<file path="config.mk">
export PLATFORM = sky130hd
export DESIGN_NAME = spi_inemo4_flat
export DESIGN_NICKNAME = d
export VERILOG_FILES = /design/src/rtl/spi_inemo4_if.sv /design/src/rtl/spi_inemo4.sv /design/src/flat_wrapper.sv
export SDC_FILE = /design/constraint.sdc
export NUM_CORES = 1
export LEC_CHECK = 0
export CAP_MARGIN = 5
export CORE_ASPECT_RATIO = 1.1
export CORE_MARGIN = 5
export CORE_UTILIZATION = 50
export DETAILED_ROUTE_END_ITERATION = 10
export PLACE_DENSITY = 0.75
export SYNTH_ARGS = -nofsm -noshare
export SYNTH_HDL_FRONTEND = slang
export SYNTH_SLANG_ARGS = --single-unit
</file>
<file path="constraint.sdc">
create_clock -name clk -period 3 [get_ports clk]
set_clock_uncertainty 0.1 [all_clocks]
set_input_delay 0.75 -clock clk [delete_from_list [all_inputs] [get_ports clk]]
set_output_delay 0.75 -clock clk [all_outputs]
set_load 0.05 [all_outputs]
</file>
<file path="src/rtl/spi_inemo4_if.sv">
// spi_inemo4_if
//   SPI bus plus the data-ready interrupt between a host and the iNEMO gyro model.
//   Signals:
//     SS_n  - active-low slave select (host -> gyro)
//     SCLK  - SPI clock, idles low (host -> gyro)
//     MOSI  - serial data host -> gyro
//     MISO  - serial data gyro -> host
//     INT   - new-sample-ready flag (gyro -> host)
//   Modports: master (host side), slave (gyro side).
interface spi_inemo4_if;
  logic SS_n;
  logic SCLK;
  logic MOSI;
  logic MISO;
  logic INT;

  modport master (output SS_n, output SCLK, output MOSI, input MISO, input INT);
  modport slave  (input SS_n, input SCLK, input MOSI, output MISO, output INT);
endinterface

</file>
<file path="src/rtl/spi_inemo4.sv">
// spi_inemo4
//   Synthesizable iNEMO gyro model acting as an SPI slave (mode 0, 16-bit frames).
//   The SPI lines are oversampled with clk; no logic runs on SCLK edges.
//   A yaw-rate sample is latched every ODR_PERIOD clocks while both INT enable
//   (INT1_CTRL[1]) and gyro enable (CTRL2_G != 0) are set, and INT is raised.
//   Ports:
//     clk  - system clock
//     rst  - asynchronous active-high reset
//     YAW  - signed 16-bit yaw rate from the physics model
//     bus  - spi_inemo4_if.slave (SS_n, SCLK, MOSI in; MISO, INT out)
//   Parameters:
//     ODR_PERIOD   - clocks between samples
//     WHO_AM_I_VAL - value returned at address 0x0F
//   Optional feature macro: STATUS_REG_EN
//     defined   -> address 0x1E reads {6'b0, GDA(=INT), 1'b0}
//     undefined -> address 0x1E reads 0x00
module spi_inemo4 #(
  parameter int          ODR_PERIOD   = 16384,
  parameter logic [7:0]  WHO_AM_I_VAL = 8'h6A
) (
  input  logic           clk,
  input  logic           rst,
  input  logic [15:0]    YAW,
  spi_inemo4_if.slave    bus
);

  localparam int             CW       = (ODR_PERIOD > 1) ? $clog2(ODR_PERIOD) : 1;
  localparam logic [CW-1:0]  ODR_LAST = CW'(ODR_PERIOD - 1);

  // [0],[1] form the 2-flop synchronizer; [2] is the previous synchronized
  // value used for edge detection.
  logic [2:0]  ss_sync_reg;
  logic [2:0]  sclk_sync_reg;
  logic [1:0]  mosi_sync_reg;

  logic        ss_s, mosi_s;
  logic        ss_fall, ss_rise, sclk_rise, sclk_fall;

  logic [4:0]  bit_cnt_reg;
  logic [15:0] shift_in_reg;
  logic [15:0] shift_in_next;
  logic [7:0]  shift_out_reg;
  logic        miso_reg;
  logic [7:0]  rd_byte;

  logic [7:0]  int1_ctrl_reg;
  logic [7:0]  ctrl2_reg;
  logic [15:0] yaw_out_reg;
  logic        int_reg;
  logic        sample_pend_reg;
  logic [CW-1:0] odr_cnt_reg;

  logic        frame_done;
  logic        sampling_en;
  logic        odr_wrap;

  always_ff @(posedge clk or posedge rst) begin
    if (rst) begin
      ss_sync_reg   <= 3'b111;
      sclk_sync_reg <= 3'b000;
      mosi_sync_reg <= 2'b00;
    end else begin
      ss_sync_reg   <= {ss_sync_reg[1:0], bus.SS_n};
      sclk_sync_reg <= {sclk_sync_reg[1:0], bus.SCLK};
      mosi_sync_reg <= {mosi_sync_reg[0], bus.MOSI};
    end
  end

  assign ss_s      = ss_sync_reg[1];
  assign mosi_s    = mosi_sync_reg[1];
  assign ss_fall   =  ss_sync_reg[2] & ~ss_sync_reg[1];
  assign ss_rise   = ~ss_sync_reg[2] &  ss_sync_reg[1];
  assign sclk_rise = ~sclk_sync_reg[2] &  sclk_sync_reg[1];
  assign sclk_fall =  sclk_sync_reg[2] & ~sclk_sync_reg[1];

  assign shift_in_next = {shift_in_reg[14:0], mosi_s};

  // Register read mux, addressed by the command byte as it completes on the
  // 8th rise (shift_in_next[7] = R/W, shift_in_next[6:0] = address).
  always_comb begin
    rd_byte = 8'h00;
    case (shift_in_next[6:0])
      7'h0F:   rd_byte = WHO_AM_I_VAL;
      7'h0D:   rd_byte = int1_ctrl_reg;
      7'h11:   rd_byte = ctrl2_reg;
      7'h26:   rd_byte = yaw_out_reg[7:0];
      7'h27:   rd_byte = yaw_out_reg[15:8];
`ifdef STATUS_REG_EN
      7'h1E:   rd_byte = {6'b000000, int_reg, 1'b0};
`endif
      default: rd_byte = 8'h00;
    endcase
  end

  // Serial engine. The counter saturates at 17 so that any over-long frame
  // can never alias back to a count of 16.
  always_ff @(posedge clk or posedge rst) begin
    if (rst) begin
      bit_cnt_reg   <= 5'd0;
      shift_in_reg  <= 16'h0000;
      shift_out_reg <= 8'h00;
      miso_reg      <= 1'b0;
    end else if (ss_fall) begin
      bit_cnt_reg   <= 5'd0;
      shift_in_reg  <= 16'h0000;
      shift_out_reg <= 8'h00;
      miso_reg      <= 1'b0;
    end else if (ss_s) begin
      shift_out_reg <= 8'h00;
      miso_reg      <= 1'b0;
    end else if (sclk_rise) begin
      shift_in_reg <= shift_in_next;
      if (bit_cnt_reg != 5'd17)
        bit_cnt_reg <= bit_cnt_reg + 5'd1;
      if (bit_cnt_reg == 5'd7 && shift_in_next[7])
        shift_out_reg <= rd_byte;
    end else if (sclk_fall) begin
      miso_reg      <= shift_out_reg[7];
      shift_out_reg <= {shift_out_reg[6:0], 1'b0};
    end
  end

  // ss_rise is detected while bit_cnt_reg/shift_in_reg still hold the frame.
  assign frame_done  = ss_rise && (bit_cnt_reg == 5'd16);
  assign sampling_en = int1_ctrl_reg[1] && (ctrl2_reg != 8'h00);
  assign odr_wrap    = sampling_en && (odr_cnt_reg == ODR_LAST);

  always_ff @(posedge clk or posedge rst) begin
    if (rst) begin
      int1_ctrl_reg   <= 8'h00;
      ctrl2_reg       <= 8'h00;
      yaw_out_reg     <= 16'h0000;
      int_reg         <= 1'b0;
      sample_pend_reg <= 1'b0;
      odr_cnt_reg     <= '0;
    end else begin
      if (frame_done && !shift_in_reg[15]) begin
        case (shift_in_reg[14:8])
          7'h0D:   int1_ctrl_reg <= shift_in_reg[7:0];
          7'h11:   ctrl2_reg     <= shift_in_reg[7:0];
          default: ;
        endcase
      end

      if (!sampling_en || odr_wrap)
        odr_cnt_reg <= '0;
      else
        odr_cnt_reg <= odr_cnt_reg + 1'b1;

      if (!int1_ctrl_reg[1]) begin
        int_reg         <= 1'b0;
        sample_pend_reg <= 1'b0;
      end else begin
        if (frame_done && shift_in_reg[15] && shift_in_reg[14:8] == 7'h27)
          int_reg <= 1'b0;
        // The copy waits while SS_n is low so OUTZ_L/OUTZ_H of one frame
        // always come from the same sample. Placed after the clear so that
        // a sample landing on the clear cycle leaves INT set.
        if (sample_pend_reg && ss_s) begin
          yaw_out_reg     <= YAW;
          int_reg         <= 1'b1;
          sample_pend_reg <= 1'b0;
        end
        if (odr_wrap)
          sample_pend_reg <= 1'b1;
      end
    end
  end

  assign bus.MISO = miso_reg;
  assign bus.INT  = int_reg;

endmodule

</file>
<file path="src/flat_wrapper.sv">
// flat-port wrapper written by rule: the top's interface ports become plain ports
module spi_inemo4_flat 
#(
  parameter int          ODR_PERIOD   = 16384,
  parameter logic [7:0]  WHO_AM_I_VAL = 8'h6A
)
  (clk, rst, YAW, bus_SS_n, bus_SCLK, bus_MOSI, bus_MISO, bus_INT);
  spi_inemo4_if bus_i ();
  input  logic clk;
  input  logic rst;
  input  logic [15:0] YAW;
  input wire logic [$bits(bus_i.SS_n)-1:0] bus_SS_n;
  input wire logic [$bits(bus_i.SCLK)-1:0] bus_SCLK;
  input wire logic [$bits(bus_i.MOSI)-1:0] bus_MOSI;
  output wire logic [$bits(bus_i.MISO)-1:0] bus_MISO;
  output wire logic [$bits(bus_i.INT)-1:0] bus_INT;
  assign bus_i.SS_n = bus_SS_n;
  assign bus_i.SCLK = bus_SCLK;
  assign bus_i.MOSI = bus_MOSI;
  assign bus_MISO = bus_i.MISO;
  assign bus_INT = bus_i.INT;
  spi_inemo4 #(.ODR_PERIOD(ODR_PERIOD), .WHO_AM_I_VAL(WHO_AM_I_VAL)) u_core (.clk(clk), .rst(rst), .YAW(YAW), .bus(bus_i));
endmodule
</file>
# ---- After elaboration in Yosys (flattened, before gate mapping)
# Index checks and enable logic that the tools add are counted.
# Widths: inputs -> output; s select.
dict set report word_totals {
  register_bits 86
  out_inout_bits 2
  inputBits 21
}
dict set report classes {
  n_eq_ne 17
  n_bitwise 8
  n_addsub 2
  n_mux 24
  n_reduce_logical 23
}
# cell n
set op_table {}
lappend op_table {{$mux 16} 3}
lappend op_table {{$mux 8} 5}
lappend op_table {{$pmux 8 s5} 1}
lappend op_table {{$eq 7x4->1 const B} 3}
lappend op_table {{$eq 7x6->1 const B} 3}
lappend op_table {{$mux 5} 4}
lappend op_table {{$add 14x1->14 const B} 1}
lappend op_table {{$eq 14x14->1 const B} 1}
lappend op_table {{$eq 7x5->1 const B} 2}
lappend op_table {{$mux 14} 1}
lappend op_table {{$reduce_and 2->1} 6}
lappend op_table {{$mux 1} 10}
lappend op_table {{$logic_and 1x1->1} 8}
lappend op_table {{$reduce_bool 8->1} 1}
lappend op_table {{$ne 3x3->1 const B} 2}
lappend op_table {{$add 5x1->5 const B} 1}
lappend op_table {{$eq 5x3->1 const B} 1}
lappend op_table {{$eq 5x5->1 const B} 1}
lappend op_table {{$ne 5x5->1 const B} 1}
lappend op_table {{$and 1x1->1} 4}
lappend op_table {{$ne 4x2->1 const B} 1}
lappend op_table {{$not 1->1} 4}
lappend op_table {{$reduce_bool 2->1} 2}
lappend op_table {{$reduce_bool 4->1} 1}
lappend op_table {{6 further kinds} 7}

# ---- Depth between registers and ports, before layout
dict set report logic_depth {
  depth_word 8
  mapped_depth 7
  mapped_depth_nobuf 6
}

# ---- Worst setup path after synthesis
# Ideal clock, no wire load.
dict set report synth_path {
  path_type {register to register}
  from {reg u_core.bit_cnt_reg[0]}
  to {reg u_core.ctrl2_reg[0]}
  arrival_ns 1.811
  required_time_ns 2.775
  period_less_slack_ns 2.035
  path_stages_with_launch 7
  path_slack_ns 0.965
  path_cell_list {dfrtp_1 inv_1 ha_1 and4bb_2 nand3_1 nor4_4 mux2_2}
}
dict set report synth_between {
  elab_chain_cells 4
}
# element line
set synth_rtl {}
lappend synth_rtl {{from (decl)} spi_inemo4.sv:39} ;# logic [4:0] bit_cnt_reg;
lappend synth_rtl {{from (signal assigned)} spi_inemo4.sv:114} ;# bit_cnt_reg <= bit_cnt_reg + 5'd1;
lappend synth_rtl {{$eq 5x5->1} spi_inemo4.sv:124} ;# assign frame_done = ss_rise && (bit_cnt_reg == 5'd16);
lappend synth_rtl {{$logic_and 1x1->1} spi_inemo4.sv:124}
lappend synth_rtl {{$logic_and 1x1->1} spi_inemo4.sv:137} ;# if (frame_done && !shift_in_reg[15]) begin
lappend synth_rtl {{$reduce_and 2->1 (no source line)} --}
lappend synth_rtl {{to (signal assigned)} spi_inemo4.sv:140} ;# 7'h11: ctrl2_reg <= shift_in_reg[7:0];
lappend synth_rtl {{to (decl)} spi_inemo4.sv:47} ;# logic [7:0] ctrl2_reg;
# Every way passes these cells.
# A chain may end at the register's enable or synchronous reset.

# ---- Worst setup path in the final report
dict set report layout_path {
  from {reg u_core.int_reg (netlist: u_core.bus.INT)}
  to {out bus_INT}
}
# element line
set layout_rtl {}
lappend layout_rtl {{from (decl)} spi_inemo4.sv:49} ;# logic int_reg;
lappend layout_rtl {{from (signal assigned)} spi_inemo4.sv:133} ;# int_reg <= 1'b0;
lappend layout_rtl {{from (signal assigned)} spi_inemo4.sv:151} ;# int_reg <= 1'b0;
lappend layout_rtl {{from (signal assigned)} spi_inemo4.sv:155} ;# int_reg <= 1'b0;
lappend layout_rtl {{to (decl)} flat_wrapper.sv:16} ;# output wire logic [$bits(bus_i.INT)-1:0] bus_INT;
# No word-level cell between the ends.

==> metrics.md <==
| Metric | Value |
|---|---|
| Worst path bufs/invs | `1` |
| Commonest non-fill, non-tap cells in the layout | `dfrtp_1 (83), mux2_2 (35), nor2_1 (25), clkdlybuf4s50_1 (22), a22o_1 (16)` |
| Die height | `103 µm` |
| Avg WL per Cell | `between 15 and 20 µm` |
| Main synth FF type | `dfrtp_1` |
| Worst slew pin tran | `a little over 800 ps` |
| Later-pin clock latency in the skew report | `360 ps` |
| Clock network power share | `0.359` |
| Power share of the combinational group | `0.059` |
| Worst Hold Class | `register to register` |
| CP endpoint kind | `output pin` |
| Num Clock Sinks | `86` |
| Largest area contributor in the netlist | `dfrtp_1` |
| Total Power | `0.00207 W` |
| Crit-path cells | `clkdlybuf4s50_1` |
| Post CTS Setup Buffer Count | `0` |
| CTS buffer count | `9` |
| ANT nets after route | `0` |
| Vias in the first global route | `2777` |
| Mapped cell area | `just under 0.004 mm²` |
| Largest stage delay on the critical path | `~800 ps` |
| GRT overflow | `0` |
| Pre-CTS setup slack | `675 ps` |
| CTS tree | `built` |
| Fin crit share | `0.797` |
| Port buffer count | `22` |
| Final core occ | `0.588` |
| Synthesized instance count | `328` |
| Total track usage | `0.186` |
| Final hold violation count | `0` |
| Dpl cell area | `0.00424 mm²` |
| Root Driver | `clkbuf_8` |
| Sequential fraction of the synthesis area | `0.553` |
| Fmax | `0.418 GHz` |
| Worst vdd ir | `about 0.50 mV` |
| Full die area | `approximately 0.0097 mm²` |
| Nets | `379` |
| Worst setup SP type | `register` |
| Drt first-iter violations | `191` |
| Post-DP HPWL | `5650 µm` |
| Reg power frac | `0.583` |
| Post-synthesis async set-or-reset flop share | `1.00` |
| I/O pin cnt | `23` |
| Flops & latches, synth | `86` |
| Total core area | `~0.0075 mm²` |
| Area grow syn2layout | `13.4%` |
| Residual DRC | `0` |
| Data arrival, critical path | `1540 ps` |
| Post-CTS Resized | `0` |
| Leakage | `1.88 nW` |
| # setup viols final | `0` |
| DRT Wirelength | `8020 µm` |
| Number of flops mapped to enable cells by yosys | `0` |
| CTS Buffer Depth | `2` |
| Critical path class | `register to output pin` |
| Vias | `2713` |
| Final Cell Area | `0.00442 mm²` |
| Final WS setup | `609 ps` |
| Count of unique library cells instantiated by Yosys | `58` |
| First-pass GRT wire length | `14000 µm` |
| Initial core utilization | `0.518` |
| Top cell type's share of synthesized area | `0.533` |
| N_diodes | `0` |
| Largest net degree at the start of global routing | `a little under 90` |
| Relative slew slack | `0.444` |
| Crit-path slowest cell | `clkdlybuf4s50_1` |
| Pins Over Slew Limit | `0` |
| Vias per std cell | `5.87` |
| Min Tclk post-route | `2390 ps` |
| Hold_buf cts | `0` |
| # fillers | `647` |
| Rows | `33` |
| Critical path peak fanout | `2` |
| PD cells | `467 mW/mm²` |
| Internal power | `around 0.0015 W` |
| Area contributors post-synth | `dfrtp_1 (53%), mux2_2 (10%), a22o_1 (3.6%)` |
| Synth warn | `0` |
| Setup TNS | `0 ps` |
| Pre-antenna DRT Iters | `4` |
| Commonest non-fill, non-tap cell in the layout | `dfrtp_1` |
| Die X | `94.2 µm` |
| Initial antenna violation count | `0` |
| Worst-path clk slew | `around 90 ps` |
| Gpl congestion | `0.861` |
| Layout cells sized above 1 | `0.190` |
| RSZ-0062 raised after global routing | `no` |
| Worst endpoint required time | `roughly 2200 ps` |
| Syn nets | `355` |
| Outcome | `finished clean` |
| H-tree levels | `3` |
| Crit-path leading delay family | `buffers and inverters` |
| Mapped Avg Cell Area | `11.9 µm²` |
| Psw | `0.000518 W` |
| Max_cap viols | `0` |
| Sw Share | `0.251` |
==> path summary, 6_finish.rpt <==
check	start	endpoint	slack [ps]	depth (start not counted)
setup / recovery	u_core.bus.INT	bus_INT	610	1
max in group asynchronous	rst	u_core.ss_sync_reg[0]	1670	3
min in group asynchronous	rst	u_core.shift_in_reg[5]	760	3
hold reg to reg	u_core.mosi_sync_reg[0]	u_core.mosi_sync_reg[1]	260	0
hold / removal	u_core.mosi_sync_reg[0]	u_core.mosi_sync_reg[1]	260	0
setup reg to reg	u_core.bit_cnt_reg[0]	u_core.ctrl2_reg[0]	680	6
==> cell families after synthesis <==
family,after synthesis,synth area share
flops,86,0.553
mux,36,0.104
simple gates,95,0.137
xor+xnor,11,0.0247
buf+inv,26,0.0276
fa+ha+maj,6,0.0193
compound gates,68,0.134
==> layout make-up <==
class | instances | area [µm²] | share of cell area
sequential | 86 | 2160 | 0.488
multi-input combinational | 216 | 1630 | 0.370
timing repair buffer | 27 | 270 | 0.0612
tap | 105 | 131 | 0.0297
clock buffer | 9 | 124 | 0.0280
clock inverter | 7 | 55.1 | 0.0125
inverter | 12 | 48.8 | 0.0110
==> power by group through the flow <==
| stage | combinational [W] | clock [W] | sequential (W) |
|---|---|---|---|
| finish | 0.000121 | 0.000741 | 0.00120 |
| detailed placement | 0.000123 | 0 | 0.00123 |
| floorplan | 0.0000776 | 0 | 0.00121 |
| CTS | 0.000123 | 0.000760 | 0.00120 |
| global route | 0.000135 | 0.000813 | 0.00121 |
| global placement | 0.000120 | 0 | 0.00122 |
==> metrics by stage <==
step | hold WS (ps) | std cells
floorplan | 231 | 328
global placement | 233 | 446
detailed placement | 242 | 446
CTS | 262 | 462
global route | 268 | 462
finish | 258 | 462
==> routing by layer <==
layer | GRT usage | vias up | part of all wire
li1 | - | 1270 | -
met1 | 0.251 | 1356 | 0.45
met2 | 0.295 | 73 | 0.49
met3 | 0.0336 | 14 | 0.044
met4 | 0.0833 | 0 | 0.021
met5 | 0 | - | 0
==> cells in the mapped netlist (all sizes together), types with 2 or more instances <==
cell type	instances
nand3	9
o21ai	9
o2111ai	3
nand4	5
nand2b	3
xor2	9
inv	12
nor3	6
a2111oi	3
o22ai	4
nor4	7
and4	2
a21oi	5
o31ai	4
nor2b	4
a221oi	2
nand2	14
and3	4
or3	4
a222oi	3
o311ai	4
a2bb2oi	3
xnor2	2
a22o	16
buf	4
nand3b	2
nor2	26
clkbuf	10
mux2	35
dfrtp	83
dfstp	3
ha	6
a21boi	2
Note: power is estimated with default switching activity, not from simulation.
